===== src/rtl/alu_pkg.sv =====
// Shared ALU control codes, multiplier state encoding and widths.
package alu_pkg;

    localparam int unsigned DATA_W    = 64;
    localparam int unsigned CNT_W     = 6;
    localparam int unsigned ALU_CTL_W = 4;

    localparam logic [ALU_CTL_W-1:0] ALU_AND   = 4'b0000;
    localparam logic [ALU_CTL_W-1:0] ALU_ORR   = 4'b0001;
    localparam logic [ALU_CTL_W-1:0] ALU_ADD   = 4'b0010;
    localparam logic [ALU_CTL_W-1:0] ALU_SUB   = 4'b0110;
    localparam logic [ALU_CTL_W-1:0] ALU_PASSB = 4'b0111;

    localparam logic [CNT_W-1:0] CNT_LAST = CNT_W'(63);

    typedef enum logic [1:0] {
        IDLE = 2'd0,
        RUN  = 2'd1,
        DONE = 2'd2
    } mul_state_t;

    // True when ctl is one of the codes the external ALU understands.
    function automatic logic is_alu_code(input logic [ALU_CTL_W-1:0] ctl);
        return (ctl == ALU_AND) || (ctl == ALU_ORR) || (ctl == ALU_ADD) ||
               (ctl == ALU_SUB) || (ctl == ALU_PASSB);
    endfunction

endpackage


===== src/rtl/mul_seq.sv =====
// Sequential shift-add 64x64 multiplier (low 64 bits) driving a shared external ALU.
// Optional build macro: MUL_SEQ_EARLY_TERM_EN -- stop iterating once the
// remaining multiplier bits are all zero.
module mul_seq
    import alu_pkg::*;
(
    input  logic                 clk,
    input  logic                 rst,
    input  logic                 start,
    input  logic [DATA_W-1:0]    op_a,
    input  logic [DATA_W-1:0]    op_b,
    output logic                 busy,
    output logic                 done,
    output logic [DATA_W-1:0]    product,
    output logic                 prod_zero,
    output logic [ALU_CTL_W-1:0] alu_cnt,
    output logic [DATA_W-1:0]    alu_in1,
    output logic [DATA_W-1:0]    alu_in2,
    input  logic [DATA_W-1:0]    alu_result,
    input  logic                 alu_zero
);

    mul_state_t         state, state_next;
    logic [DATA_W-1:0]  acc, acc_next;
    logic [DATA_W-1:0]  mcand, mcand_next;
    logic [DATA_W-1:0]  mplr, mplr_next;
    logic [CNT_W-1:0]   cnt, cnt_next;
    logic               prod_zero_next;
    logic [DATA_W-1:0]  mplr_shr;
    logic               last;

    assign mplr_shr = mplr >> 1;
    assign product  = acc;

    // Final RUN iteration detection.
    always_comb begin
`ifdef MUL_SEQ_EARLY_TERM_EN
        last = (cnt == CNT_LAST) || (mplr_shr == '0);
`else
        last = (cnt == CNT_LAST);
`endif
    end

    // State and datapath registers; synchronous reset.
    always_ff @(posedge clk) begin
        if (rst) begin
            state     <= IDLE;
            acc       <= '0;
            mcand     <= '0;
            mplr      <= '0;
            cnt       <= '0;
            prod_zero <= 1'b1;
            busy      <= 1'b0;
            done      <= 1'b0;
        end else begin
            state     <= state_next;
            acc       <= acc_next;
            mcand     <= mcand_next;
            mplr      <= mplr_next;
            cnt       <= cnt_next;
            prod_zero <= prod_zero_next;
            busy      <= (state_next != IDLE);
            done      <= (state_next == DONE);
        end
    end

    // Next-state, datapath update and ALU request decode.
    always_comb begin
        state_next     = state;
        acc_next       = acc;
        mcand_next     = mcand;
        mplr_next      = mplr;
        cnt_next       = cnt;
        prod_zero_next = prod_zero;
        alu_cnt        = ALU_PASSB;
        alu_in1        = '0;
        alu_in2        = '0;

        case (state)
            IDLE: begin
                if (start) begin
                    acc_next   = '0;
                    mcand_next = op_a;
                    mplr_next  = op_b;
                    cnt_next   = '0;
                    state_next = RUN;
                end
            end
            RUN: begin
                alu_cnt    = ALU_ADD;
                alu_in1    = acc;
                alu_in2    = mplr[0] ? mcand : '0;
                acc_next   = alu_result;
                mcand_next = mcand << 1;
                mplr_next  = mplr_shr;
                cnt_next   = cnt + CNT_W'(1);
                if (last) begin
                    state_next     = DONE;
                    prod_zero_next = alu_zero;
                end
            end
            DONE: begin
                state_next = IDLE;
            end
            default: begin
                state_next = IDLE;
            end
        endcase
    end

endmodule


===== config.mk =====
export PLATFORM = sky130hd
export DESIGN_NAME = mul_seq
export DESIGN_NICKNAME = d
export VERILOG_FILES = /design/src/rtl/alu_pkg.sv /design/src/rtl/mul_seq.sv
export SDC_FILE = /design/constraint.sdc
export NUM_CORES = 1
export LEC_CHECK = 0
export ABC_AREA = 1
export CORE_MARGIN = 1
export CORE_UTILIZATION = 40
export DETAILED_ROUTE_END_ITERATION = 10
export PLACE_DENSITY = 0.75
export REMOVE_ABC_BUFFERS = 1
export SLEW_MARGIN = 20
export SYNTH_ARGS = -nofsm -noshare
export SYNTH_HDL_FRONTEND = slang
export SYNTH_SLANG_ARGS = --single-unit

===== constraint.sdc =====
create_clock -name clk -period 4.15 [get_ports clk]
set_input_delay 0.415 -clock clk [delete_from_list [all_inputs] [get_ports clk]]
set_output_delay 0.415 -clock clk [all_outputs]
set_load 0.05 [all_outputs]

# ---- After elaboration in Yosys (flattened, before gate mapping)
# Index checks and enable logic that the tools add are counted.
dict set report op_classes {
  n_mul 0
  n_shift 0
  div_mod_pow 0
  add_sub_neg 1
  magnitude_cmp 0
  reduce_logical 5
  muxes 15
  bitwise 0
  n_eq_ne 4
}
# op n
set op_table {}
lappend op_table {{64-bit two-way mux} 6}
lappend op_table {{64-bit case mux with 2 select lines} 3}
lappend op_table {{6-bit case mux with 2 select lines} 1}
lappend op_table {{6-bit by 1-bit adder with 6-bit output, second input constant} 1}
lappend op_table {{6-bit equality test, second input constant} 1}
lappend op_table {{6-bit two-way mux} 1}
lappend op_table {{2-bit two-way mux} 2}
lappend op_table {{2-bit case mux with 2 select lines} 1}
lappend op_table {{2-bit AND reduction} 2}
lappend op_table {{2-bit nonzero test} 2}
lappend op_table {{3-bit two-way mux} 1}
lappend op_table {{2-bit by 1-bit equality test with 1-bit output, second input constant} 1}
lappend op_table {{2-bit equality test, second input constant} 1}
lappend op_table {{2-bit logical NOT} 1}
lappend op_table {{2-bit != test, second input constant} 1}
dict set report totals {
  n_memories 0
  register_bits 203
  latchBits 0
  output_inout_bits 199
  mem_bits_ro 0
  ram_bits 0
}

# ---- Longest topological paths before layout
# Gate-level depths: netlist (run 1).
dict set report depth {
  depth_word 4
  ltp_mapped 8
  mapped_depth_nobuf 6
}

# ---- Least setup slack after synthesis (run 1)
# OpenSTA, ideal clock, no wires.
dict set report synth_timing {
  path_type {register -> output}
  from {register state[1]}
  to {output port alu_in1[54]}
  t_arrival_ns 1.736
  path_slack_ns 1.999
  path_stages_with_launch 7
  path_buffers 3
  cell_sequence {dfxtp_1 -> inv_2 -> nand2_1 -> buf_2 -> buf_2 -> buf_2 -> nor2_1}
}
dict set report synth_between {
  elab_chain_cells 2
}
# element line_no
set synth_rtl {}
lappend synth_rtl {{start: declaration} mul_seq.sv:23} ;# mul_state_t state, state_next;
lappend synth_rtl {{start signal: assignment} mul_seq.sv:56} ;# state <= state_next;
lappend synth_rtl {{2-bit by 1-bit equality test with 1-bit output} mul_seq.sv:79} ;# case (state)
lappend synth_rtl {{64-bit two-way mux} mul_seq.sv:79}
lappend synth_rtl {{end: declaration} mul_seq.sv:17} ;# output logic [DATA_W-1:0] alu_in1,
# No other way between the ends.

# ---- Worst setup path after layout (run 1)
dict set report layout_timing {
  from {register state[0]}
  to {output port alu_in2[62]}
}
dict set report layout_between {
  elab_chain_cells 2
}
# element line_no
set layout_rtl {}
lappend layout_rtl {{2-bit by 1-bit equality test with 1-bit output} mul_seq.sv:79}
lappend layout_rtl {{64-bit two-way mux} mul_seq.sv:79}
lappend layout_rtl {{end: declaration} mul_seq.sv:18} ;# output logic [DATA_W-1:0] alu_in2,
# No other way between the ends.

==> results.json, run 1 <==
{
  "status": "finished clean",
  "cts_made_buffers": 23,
  "maxSlewViolCount": 0,
  "vias": 10500,
  "place_inst": 2144,
  "rows": 56,
  "path_clk_slew_ps": 60,
  "grt_antenna_before_repair": 1,
  "place_congestion": 0.907,
  "syn_area_sq_um": 9590,
  "grt.total_usage_pct": 24.5,
  "die_area_sq_um": 24600,
  "p_leak_nw": 6.06,
  "required_ps": 3730,
  "synthAdderAreaFrac_pct": 0.130,
  "die_w_um": 157,
  "nets": 2047,
  "grt_pass1_vias": 9609,
  "grt_pass1_wl_um": 48800,
  "start_util_pct": 40.9,
  "ys.flop_type": "dfxtp_1",
  "power.density_nw_per_um2": 355,
  "final.setup_skew_ps": 15.0,
  "core-area_sq_um": 23500,
  "finalHoldViolations": 0,
  "yosysTopAreaCellShare_pct": 42.4,
  "async_flop_share_pct": 0,
  "yosysUniqueCellTypes": 21,
  "min_period_ps": 3340,
  "path_class": "flop to output port",
  "n_antenna_cell": 0,
  "fmax_mhz": 300,
  "final.period_utilization_pct": 80.4,
  "synth_top_family_by_area": "simple AND/OR/NAND/NOR gates",
  "synth_edf_count": 0,
  "final_common_cell": "nand2_1",
  "post_cts_buffers": 0,
  "vias_per_cell": 4.83,
  "htree_levels": 1,
  "numClockSinks": 203,
  "synth.area.mux_share_pct": 0,
  "io_buffers": 392,
  "hold_slack_ps": 467,
  "max_stage_delay_ps": 820,
  "routed_wl_um": 31600,
  "final_cell_mix": "nand2_1 (465), clkdlybuf4s50_1 (390), nor2_1 (288), dfxtp_1 (203), nand3_1 (174)",
  "ios": 395,
  "finalNonFillerCells": 2183,
  "clk_path_buf_depth": 3,
  "drive_gt1_share_pct": 3.17,
  "post_cts_resized": 0,
  "syn_inst": 1532,
  "clk_latency_ps": 490,
  "hold_path_class": "flop to flop",
  "worst_pin_slew_ps": 910,
  "cp_slowest_cell": "clkdlybuf4s50_1",
  "crit_fanout": 123,
  "antenna_left": 0,
  "timing.setup.tns_ps": 0,
  "fp.dieH_um": 157,
  "route.detailed.drc": 0,
  "relSlewSlack_pct": 39.4,
  "syn_area_per_cell_sq_um": 6.26,
  "synth_compound_area_share_pct": 7.26,
  "synth-xor-area-share_pct": 0,
  "startpoint_type": "flop",
  "wire_per_inst_um": 14.5,
  "synth-seq-area-share_pct": 42.4,
  "cts_hold_buf": 0,
  "synth_top_cell_by_area": "dfxtp_1",
  "drtPass1Iterations": 6,
  "synthSimpleGateAreaFrac_pct": 39.1,
  "arrival_ps": 2920,
  "setup_viol": 0,
  "crit_chain": "inv_1, nor2_4, buf_12, nand2_1, nor2_1, clkdlybuf4s50_1",
  "dpl.hpwl_um": 21300,
  "drt_iter0_drc": 720,
  "grt_max_degree": 124,
  "cts_tree": "yes",
  "yosys_warnings": 0,
  "synth-seq-cells": 203,
  "cts_root_buf": "clkbuf_16",
  "rsz0062_at_grt": "false",
  "maxCapViolations": 0,
  "areaGrowthSynthToFinish_pct": 48.6,
  "synth_area_leaders": "dfxtp_1 (42%), nand2_1 (18%), nor2_1 (11%)",
  "grt_overflow": 0,
  "vdd_drop_max_v": 0.000236,
  "end_kind": "output port"
}
-- layout make-up --
cell class,instances,area (sq um)
tap,319,399
multi-input combinational,1078,4480
fill,2198,9210
timing repair buffer,406,4070
sequential,203,4060
inverter,138,523
clock buffer,33,663
clock inverter,6,58.8
-- critical path: cells and delay by family, from the launching register on --
family | cells | cell delay [ps]
buf+inv | 3 | 1330
simple gates | 3 | 470
flops | 1 | 480
-- cell usage after synthesis, types with 10 or more instances --
master / n
nand2_1: 466
nor2_1: 289
dfxtp_1: 203
nand3_1: 174
inv_1: 135
a21oi_1: 71
o21ai_0: 67
buf_2: 51
clkbuf_1: 36
buf_4: 11
buf_1: 10
-- per-stage QoR --
stage / setup WS [ps] / utilization [%] / instance area [sq um] / power (mW)
3_3_place_gp: 1480 / 57.7 / 13500 / 3.15
6_report: 814 / 60.8 / 14300 / 5.06
3_5_place_dp: 1410 / 57.7 / 13500 / 3.16
2_1_floorplan: -3800 / - / 9040 / 2.73
5_1_grt: 688 / 60.8 / 14300 / 5.29
4_1_cts: 845 / 60.7 / 14300 / 5.11
-- layer usage --
layer / GRT usage (%) / up-vias / wire length, um
met2: 42.9 / 357 / 15400
met3: 6.04 / 60 / 2510
met4: 7.66 / 2 / 850
met1: 29.3 / 4776 / 12800
li1: - / 5344 / -
met5: 0 / - / 13
-- sequential cells by signal, indices dropped and copies added, names as in the netlist --
register   count
busy           1
cnt            6
done           1
mcand         64
mplr          64
prod_zero      1
product       64
state          2
-- power breakdown --
| group | switching (mW) | total, mW | internal, mW |
|---|---|---|---|
| combinational | 0.580 | 0.971 | 0.391 |
| sequential | 0.0728 | 2.15 | 2.07 |
| clock | 0.781 | 1.95 | 1.17 |
| total | 1.43 | 5.06 | 3.63 |
-- path summary, 6_finish.rpt --
| check | from | depth (start not counted) | slack (ps) | to |
|---|---|---|---|---|
| setup / recovery | state[0]$_SDFF_PP0_ | 6 | 810 | alu_in2[62] |
| hold / removal | mplr[63]$_SDFFE_PP0P_ | 2 | 470 | mplr[63]$_SDFFE_PP0P_ |
| setup reg to reg | state[1]$_SDFF_PP0_ | 7 | 1730 | product[7]$_SDFFE_PP0P_ |
| hold reg to reg | mplr[63]$_SDFFE_PP0P_ | 2 | 470 | mplr[63]$_SDFFE_PP0P_ |
-- cells by family (layout without fill, tap and decap cells) --
| logic type | after synthesis | after routing |
|---|---|---|
| buf+inv | 251 | 583 |
| other cells | 2 | 2 |
| simple gates | 936 | 936 |
| flops | 203 | 203 |
| fa+ha+maj | 1 | 1 |
| compound gates | 139 | 139 |
Power figures use the tool's default switching activity.
==> run 2: changes to the inputs <==
--- a/config.mk
+++ b/config.mk
@@ -7,9 +7,9 @@
 export LEC_CHECK = 0
 export ABC_AREA = 1
 export CORE_MARGIN = 1
-export CORE_UTILIZATION = 40
+export CORE_UTILIZATION = 39
 export DETAILED_ROUTE_END_ITERATION = 10
-export PLACE_DENSITY = 0.75
+export PLACE_DENSITY = 0.77
 export REMOVE_ABC_BUFFERS = 1
 export SLEW_MARGIN = 20
 export SYNTH_ARGS = -nofsm -noshare
==> constraint.sdc (replaced) <==
create_clock -name clk -period 3.03 [get_ports clk]
set_input_delay 0.303 -clock clk [delete_from_list [all_inputs] [get_ports clk]]
set_output_delay 0.303 -clock clk [all_outputs]
set_load 0.05 [all_outputs]
==> run 2 against run 1 <==
- combinational power up 40%
- non-clock buffer count up 9
- sequential cell count unchanged
- clock skew down 4.8 ps
- highest routed layer is now met4
- sequential share of layout area down 0.47 points
- register-to-register slack worse by 760 ps
- die area up 2.5%
- clock power up 42%
==> results.json, run 2 (same netlist as run 1, synthesis figures left out) <==
{
  "p_leak_nw": 6.31,
  "worst_r2r_path_depth": 7,
  "post_cts_resized": 0,
  "p_clk_share_pct": 39.1,
  "path_clk_slew_ps": 60,
  "status": "finished clean",
  "setup_viol": 0,
  "path_class": "flop to output port",
  "wire_per_inst_um": 14.4,
  "rsz0062_at_grt": "false",
  "cts_root_buf": "clkbuf_16",
  "fmax_mhz": 350,
  "placed_area_sq_um": 13800,
  "rows": 57,
  "final_common_cell": "nand2_1",
  "hold_path_class": "input pin to flop",
  "n_antenna_cell": 0,
  "final.period_utilization_pct": 94.2,
  "post_cts_buffers": 0,
  "clk_path_buf_depth": 3,
  "p_comb_share_pct": 19.3,
  "arrival_ps": 2550,
  "crit_fanout": 44,
  "antenna_left": 0,
  "nets": 2056,
  "io_buffers": 392,
  "worst_pin_slew_ps": 903,
  "required_ps": 2730,
  "maxSlewViolCount": 0,
  "final_cell_mix": "nand2_1 (465), clkdlybuf4s50_1 (324), nor2_1 (288), dfxtp_1 (203), nand3_1 (174)",
  "r2r_slack_ps": 970,
  "grt_overflow": 0,
  "holdPathStages": 3,
  "finalHoldViolations": 0,
  "cts_tree": "yes",
  "htree_levels": 1,
  "hold_slack_ps": 351,
  "fp.dieH_um": 159,
  "die_w_um": 159,
  "vias": 10600,
  "end_kind": "output port",
  "sw_frac_of_total_pct": 28.1,
  "min_period_ps": 2850,
  "dpl.hpwl_um": 21600,
  "cts_hold_buf": 0,
  "grt.total_usage_pct": 24.0,
  "ios": 395,
  "maxCapViolations": 0,
  "clk_latency_ps": 510,
  "startpoint_type": "flop",
  "routed_wl_um": 31600,
  "finalNonFillerCells": 2193,
  "route.detailed.drc": 0,
  "vias_per_cell": 4.82,
  "final_area_sq_um": 14500,
  "final.setup_skew_ps": 10.3,
  "core-area_sq_um": 24200,
  "drtPass1Iterations": 5,
  "grt_antenna_before_repair": 0,
  "intPower_mw": 5.07,
  "grt_pass1_vias": 9696,
  "place_inst": 2158,
  "drive_gt1_share_pct": 7.06,
  "start_util_pct": 39.6,
  "grt_pass1_wl_um": 50000,
  "place_congestion": 0.825,
  "die_area_sq_um": 25200,
  "vdd_drop_max_v": 0.000355,
  "relSlewSlack_pct": 39.8,
  "grt_max_degree": 80,
  "cts_made_buffers": 23,
  "seqPwrFrac_pct": 41.6,
  "areaGrowthSynthToFinish_pct": 51.1,
  "numClockSinks": 203,
  "power.density_nw_per_um2": 487,
  "timing.setup.tns_ps": 0,
  "post-route-util_pct": 59.8,
  "drt_iter0_drc": 942,
  "power.switching_mw": 1.99
}
[run 2: changes by cell type in the layout (fill, tap and decap cells not counted), sizes merged]
cell | previous run | this run
buf | 16 | 91
bufinv | 1 | 3
clkbuf | 33 | 28
clkdlybuf4s50 | 390 | 324
clkinv | 5 | 4
[run 2: final cells by class]
| cell class | count | area (sq um) |
|---|---|---|
| well taps | 324 | 405 |
| inverters | 138 | 522 |
| clock inverters | 7 | 114 |
| clock buffers | 28 | 614 |
| repair buffers | 415 | 4300 |
| flip-flops and latches | 203 | 4060 |
| fillers | 2221 | 9750 |
| multi-input cells | 1078 | 4480 |
[run 2: per-layer routing]
metal  vias up  track usage (%)  share of wire [%]  wire length, um
met1      4787             29.1                 41            13000
met3        55             6.53                8.1             2540
met2       379             41.1                 48            15100
li1       5355                -                  -                -
met5         -                0                  0                0
met4         0             7.55                2.9              920
[run 2: critical path, stage by stage, from the launching register on]
cell and delay (ps):
dfxtp_1 490, nand2_4 310, buf_12 280, nor2_1 130
clkdlybuf4s50_1 820
[run 2: final timing paths]
check | start | to
setup / recovery | state[0]$_SDFF_PP0_ | alu_in1[8]
hold / removal | alu_result[20] | product[20]$_SDFFE_PP0P_
setup reg to reg | state[1]$_SDFF_PP0_ | product[10]$_SDFFE_PP0P_
hold reg to reg | mcand[0]$_SDFFE_PP0P_ | mcand[0]$_SDFFE_PP0P_
[run 2: power by group through the flow]
stage / sequential (mW) / combinational, mW / clock [mW]
2_1_floorplan: 3.10 / 0.643 / 0
3_3_place_gp: 2.99 / 1.34 / 0
3_5_place_dp: 2.99 / 1.36 / 0
4_1_cts: 2.94 / 1.36 / 2.81
5_1_grt: 2.96 / 1.48 / 2.92
6_report: 2.94 / 1.36 / 2.76
[run 2: stage by stage]
step	total power [mW]	setup slack, ps
after floorplan	3.75	-4800
after detailed placement	4.35	711
after global routing	7.36	34.8
after global placement	4.33	797
after CTS	7.11	148
final	7.06	175
